File: config.mk
export PLATFORM = sky130hd
export DESIGN_NAME = secuenciador_morse
export DESIGN_NICKNAME = d
export VERILOG_FILES = /design/src/rtl/secuenciador_morse_pkg.sv /design/src/rtl/secuenciador_morse_tick.sv /design/src/rtl/secuenciador_morse.sv
export SDC_FILE = /design/constraint.sdc
export NUM_CORES = 1
export LEC_CHECK = 0
export ABC_CLOCK_PERIOD_IN_PS = 3700
export BUFFER_PORTS_ARGS = -buffer_cell sky130_fd_sc_hd__buf_2
export CORE_MARGIN = 2
export CORE_UTILIZATION = 30
export CTS_BUF_LIST = sky130_fd_sc_hd__clkbuf_2 sky130_fd_sc_hd__clkbuf_4 sky130_fd_sc_hd__clkbuf_8
export DETAILED_ROUTE_END_ITERATION = 6
export GPL_ROUTABILITY_DRIVEN = 0
export PLACE_DENSITY = 0.6
export SLEW_MARGIN = 20
export SYNTH_ARGS = -nofsm -noshare
export SYNTH_HDL_FRONTEND = slang
export SYNTH_SLANG_ARGS = --single-unit
File: constraint.sdc
create_clock -name clk -period 3.7 [get_ports clk]
set_input_delay 0.555 -clock clk [delete_from_list [all_inputs] [get_ports clk]]
set_output_delay 0.555 -clock clk [all_outputs]
set_load 0.05 [all_outputs]
File: src/rtl/secuenciador_morse_pkg.sv
// Shared types and unit constants for the Morse keying stage.
// Segment lengths are stored as "units minus one" so they compare directly against cuenta.
package secuenciador_morse_pkg;

    typedef enum logic [1:0] {
        REPOSO    = 2'd0,
        ELEMENTO  = 2'd1,
        PAUSA     = 2'd2,
        PAUSA_CAR = 2'd3
    } estado_t;

    localparam logic [4:0] UNID_PUNTO     = 5'd0;
    localparam logic [4:0] UNID_RAYA      = 5'd2;
    localparam logic [4:0] UNID_PAUSA     = 5'd0;
    localparam logic [4:0] UNID_PAUSA_CAR = 5'd2;
    localparam int         MAX_LONG       = 5;

    function automatic logic [4:0] unidades_elemento(input logic es_raya);
        return es_raya ? UNID_RAYA : UNID_PUNTO;
    endfunction

endpackage

File: src/rtl/secuenciador_morse_tick.sv
// Prescaler producing one tick every DIV_TICK clocks.
// A clear realigns the unit grid to the start of a new character.
module generador_tick #(
    parameter int DIV_TICK = 4
) (
    input  logic clk,
    input  logic rst_n,
    input  logic clr,
    output logic tick
);
    localparam int W = $clog2(DIV_TICK);

    logic [W-1:0] pre_q;

    assign tick = (pre_q == W'(DIV_TICK - 1));

    always_ff @(posedge clk) begin
        if (!rst_n) begin
            pre_q <= '0;
        end else if (clr || tick) begin
            pre_q <= '0;
        end else begin
            pre_q <= pre_q + 1'b1;
        end
    end

endmodule

File: src/rtl/secuenciador_morse.sv
// Keys one Morse character (1..5 elements) with unit timing; segment ends come from
// an external equality comparator watching cuenta against objetivo.
module secuenciador_morse
    import secuenciador_morse_pkg::*;
#(
    parameter int DIV_TICK = 4
) (
    input  logic       clk,
    input  logic       rst_n,
    input  logic       inicio,
    input  logic [4:0] simbolo,
    input  logic [2:0] longitud,
    input  logic       fin_cuenta,
    output logic [4:0] cuenta,
    output logic [4:0] objetivo,
    output logic       salida_morse,
    output logic       ocupado,
    output logic       listo
);
    estado_t    estado_q, estado_d;
    logic [4:0] cuenta_q, cuenta_d;
    logic [4:0] objetivo_q, objetivo_d;
    logic [4:0] simbolo_q, simbolo_d;
    logic [2:0] indice_q, indice_d;
    logic       salida_q, salida_d;
    logic       ocupado_q, ocupado_d;
    logic       listo_q, listo_d;
    logic       tick;
    logic       clr_tick;
    logic       peticion_valida;

    generador_tick #(.DIV_TICK(DIV_TICK)) u_tick (
        .clk   (clk),
        .rst_n (rst_n),
        .clr   (clr_tick),
        .tick  (tick)
    );

    assign peticion_valida = inicio && (longitud != 3'd0) && (longitud <= 3'(MAX_LONG));

    always_comb begin
        estado_d   = estado_q;
        cuenta_d   = cuenta_q;
        objetivo_d = objetivo_q;
        simbolo_d  = simbolo_q;
        indice_d   = indice_q;
        salida_d   = salida_q;
        ocupado_d  = ocupado_q;
        listo_d    = 1'b0;
        clr_tick   = 1'b0;

        if (estado_q == REPOSO) begin
            if (peticion_valida) begin
                simbolo_d  = simbolo;
                indice_d   = longitud - 3'd1;
                objetivo_d = unidades_elemento(simbolo[longitud - 3'd1]);
                cuenta_d   = 5'd0;
                salida_d   = 1'b1;
                ocupado_d  = 1'b1;
                clr_tick   = 1'b1;
                estado_d   = ELEMENTO;
            end
        end else if (tick) begin
            if (!fin_cuenta) begin
                cuenta_d = cuenta_q + 5'd1;
            end else begin
                cuenta_d = 5'd0;
                case (estado_q)
                    ELEMENTO: begin
                        salida_d = 1'b0;
                        if (indice_q != 3'd0) begin
                            estado_d   = PAUSA;
                            objetivo_d = UNID_PAUSA;
                        end else begin
                            estado_d   = PAUSA_CAR;
                            objetivo_d = UNID_PAUSA_CAR;
                        end
                    end
                    PAUSA: begin
                        indice_d   = indice_q - 3'd1;
                        objetivo_d = unidades_elemento(simbolo_q[indice_q - 3'd1]);
                        salida_d   = 1'b1;
                        estado_d   = ELEMENTO;
                    end
                    PAUSA_CAR: begin
                        ocupado_d = 1'b0;
                        listo_d   = 1'b1;
                        estado_d  = REPOSO;
                    end
                    default: estado_d = REPOSO;
                endcase
            end
        end
    end

    always_ff @(posedge clk) begin
        if (!rst_n) begin
            estado_q   <= REPOSO;
            cuenta_q   <= 5'd0;
            objetivo_q <= 5'd0;
            simbolo_q  <= 5'd0;
            indice_q   <= 3'd0;
            salida_q   <= 1'b0;
            ocupado_q  <= 1'b0;
            listo_q    <= 1'b0;
        end else begin
            estado_q   <= estado_d;
            cuenta_q   <= cuenta_d;
            objetivo_q <= objetivo_d;
            simbolo_q  <= simbolo_d;
            indice_q   <= indice_d;
            salida_q   <= salida_d;
            ocupado_q  <= ocupado_d;
            listo_q    <= listo_d;
        end
    end

    assign cuenta       = cuenta_q;
    assign objetivo     = objetivo_q;
    assign salida_morse = salida_q;
    assign ocupado      = ocupado_q;
    assign listo        = listo_q;

endmodule

==> impl_metrics.yaml <==
cells_and_area:
  area_growth_pct: 13.0
  fill_cells: 425
  final_nets: 187
  drive_gt1_share_pct: 21.7
  final_util_pct: 35.6
  insertedDiodeCount: 0
  design_area_um2: 1450
drt:
  vias: 1017
  firstDrtPassIters: 4
  drt-initial-drc-count: 39
  ant_nets: 0
  wl_per_cell_um: 11.7
  vias_per_cell: 4.82
  wl_um: 2480
  drc_errors: 0
power:
  p_sw_share_pct: 31.1
  power_frac_comb_pct: 25.9
  p_per_area_nw_per_um2: 381
  p_seq_share_pct: 45.9
  power.switching_uw: 171
  internal_power_uw: 379
  p_leak_nw: 0.635
  p_clk_share_pct: 28.1
  ir_worst_vdd_uv: 190
cts:
  clockBufferDepth: 2
  postCtsSetupRepairBufs: 0
  post_cts_resized: 0
  clk_latency_ns: 0.26
  clk_transition_reported_paths_ns: 0.08
  htreeDepth: 1
  numCtsBuffers: 3
  cts_root_buffer: "clkbuf_8"
  cts_tree: "yes"
  postCtsHoldBufs: 0
  cts_sinks: 21
worst_hold_path:
  hold_path.class: "reg -> reg"
  holdPathStages: 1
flow_run:
  maxCapViolations: 0
timing:
  final_max_slew_viol_count: 0
  period_share_pct: 53.9
  timing.slew.headroom_pct: 62.9
  hold_ws_ns: 0.444
  hold_viol: 0
  worst_pin_slew_ns: 0.556
  grt_setup_unrepaired: "no"
  fin_crit_ns: 1.99
  fin_setup_tns_ns: 0
  fin_skew_ns: 0.00458
  setup_viol: 0
  max_freq_ghz: 0.502
worst_setup_path:
  r2r_setup_slack_ns: 1.71
  required_ns: 3.84
  worstSetupEndpointType: "register"
  cp-start-kind: "register"
  crit_type: "reg -> reg"
  cp_max_fo: 12
  worstPathArrival_ns: 2.13
  ff2ff_path_depth: 6
global_routing:
  grt_usage_pct: 10.8
  antenna_found_initial: 0
  grt-ovfl-total: 0
  grt_pass1_wl_um: 4280
  grt_pass1_vias: 925
  grt_max_degree: 18
floorplan:
  num_rows: 23
  start_util_pct: 31.5
  die_x_um: 69.3
  core_um2: 4060
  dieArea_um2: 4800
  io_pins: 25
  dieHeight_um: 69.3
logic_synthesis:
  synth_compound_area_share_pct: 16.5
  synth_xor_xnor_area_share_pct: 1.37
  synth_top_family_by_area: "simple AND/OR/NAND/NOR gates"
  synthAdderAreaFrac_pct: 12.7
  synth_seq_cells: 21
  ys_seq_area_share_pct: 32.9
  ys_warn_count: 0
  synth-simple-area-share_pct: 19.6
  synth_mux_area_share_pct: 9.30
  syn-instance-count: 141
  synth_cell_types: 41
  synth_area_um2: 1280
  avgSynthCellArea_um2: 9.07
placement:
  io_buffers: 20
  dpl_cell_area_um2: 1400
  hpwl_um: 1970
status:
  status: "complete, no violations"
==> power by group through the flow <==
stage	Sequential, mW	Combinational [mW]	Clock (mW)
2_1_floorplan	0.268	0.109	0
3_3_place_gp	0.258	0.143	0
3_5_place_dp	0.258	0.144	0
4_1_cts	0.253	0.145	0.163
5_1_grt	0.255	0.158	0.173
6_report	0.253	0.143	0.155
==> synth_stat cells <==
| cell | n | area, um2 |
|---|---|---|
| nand4_1 | 1 | 6.26 |
| o2111ai_1 | 1 | 8.76 |
| or2b_1 | 1 | 7.51 |
| mux2i_1 | 7 | 70.1 |
| nand3b_1 | 2 | 15.0 |
| clkinv_1 | 1 | 3.75 |
| a21oi_4 | 1 | 16.3 |
| o2111a_1 | 1 | 11.3 |
| nand2b_1 | 2 | 12.5 |
| a31oi_1 | 2 | 12.5 |
| inv_1 | 9 | 33.8 |
| nor2b_4 | 1 | 13.8 |
| a311oi_1 | 1 | 8.76 |
| dfxtp_1 | 21 | 420 |
| a31o_2 | 1 | 8.76 |
| a21o_2 | 1 | 8.76 |
| mux4_2 | 1 | 22.5 |
| o22ai_1 | 1 | 6.26 |
| a21oi_1 | 9 | 45.0 |
| nor4_1 | 1 | 6.26 |
| or2_2 | 1 | 6.26 |
| xnor2_1 | 1 | 8.76 |
| clkbuf_1 | 1 | 3.75 |
| mux4_1 | 1 | 26.3 |
| nor4b_1 | 1 | 8.76 |
| xor2_1 | 1 | 8.76 |
| a21oi_2 | 2 | 17.5 |
| conb_1 | 1 | 3.75 |
| o2111ai_4 | 1 | 26.3 |
| ha_1 | 13 | 163 |
| a211oi_1 | 1 | 7.51 |
| buf_4 | 4 | 30.0 |
| o21ai_0 | 4 | 20.0 |
| nor2_4 | 1 | 11.3 |
| nor2_1 | 19 | 71.3 |
| a22o_1 | 1 | 8.76 |
| nand2_1 | 12 | 45.0 |
| nand3_1 | 7 | 35.0 |
| nand2_4 | 1 | 11.3 |
| buf_6 | 2 | 22.5 |
| o21ai_1 | 1 | 5.00 |
==> placed cells by master, fill, tap and decap left out, types with 2 or more instances in the layout <==
cell	instances
nand2_1	12
nand3b_1	2
nand2b_1	2
o21ai_0	4
nor2_1	19
a21oi_2	2
buf_2	20
nand3_1	7
clkbuf_8	3
conb_1	4
a21oi_1	9
mux2i_1	7
ha_1	13
inv_1	9
dfxtp_1	21
a31oi_1	2
==> worst paths after layout <==
path | from | endpoint
worst max-delay path | estado_q[1] | cuenta[2]
worst min-delay path | u_tick.pre_q[0] | u_tick.pre_q[0]
worst max register to register | estado_q[1] | cuenta[2]
worst min register to register | u_tick.pre_q[0] | u_tick.pre_q[0]
==> per-stage QoR <==
stage	power [mW]	instances	worst slack, ns
after floorplan	0.377	144	1.84
after global placement	0.402	207	1.57
after detailed placement	0.402	207	1.53
after CTS	0.561	211	1.69
after global routing	0.586	211	1.50
final	0.550	211	1.71
==> area by class of cell <==
class / count / area, um2 / area share, %
sequential: 21 / 420 / 29.1
timing repair buffer: 20 / 100 / 6.93
multi-input combinational: 106 / 776 / 53.7
inverter: 10 / 37.5 / 2.60
tap: 50 / 62.6 / 4.33
clock buffer: 4 / 48.8 / 3.38
==> layer usage <==
layer	share of wire (%)	vias to the layer above	track usage, %
li1	-	525	-
met1	49	465	14.4
met2	45	25	16.5
met3	5.5	2	4.22
met4	0.65	0	2.61
met5	0	-	0
==> kinds of logic (layout without fill, tap and decap cells) <==
logic type | after synthesis | in the layout
buf+inv | 17 | 34
flops | 21 | 21
simple gates | 50 | 50
mux | 9 | 9
xor+xnor | 2 | 2
other cells | 1 | 4
fa+ha+maj | 13 | 13
compound gates | 28 | 28
==> registers in the layout, indices dropped and copies added, names as in the netlist <==
name,count
listo,1
indice_q,3
estado_q,2
ocupado,1
salida_morse,1
cuenta,5
u_tick.pre_q,2
objetivo,1
simbolo_q,5
==> critical path: stages (launching register included) <==
cell and delay (ns):
dfxtp_1 0.36, inv_1 0.12, ha_1 0.52, o2111a_1 0.54, nor2_1 0.12, o21ai_1 0.15, a21oi_1 0.07
(Power assumes the default switching activity.)
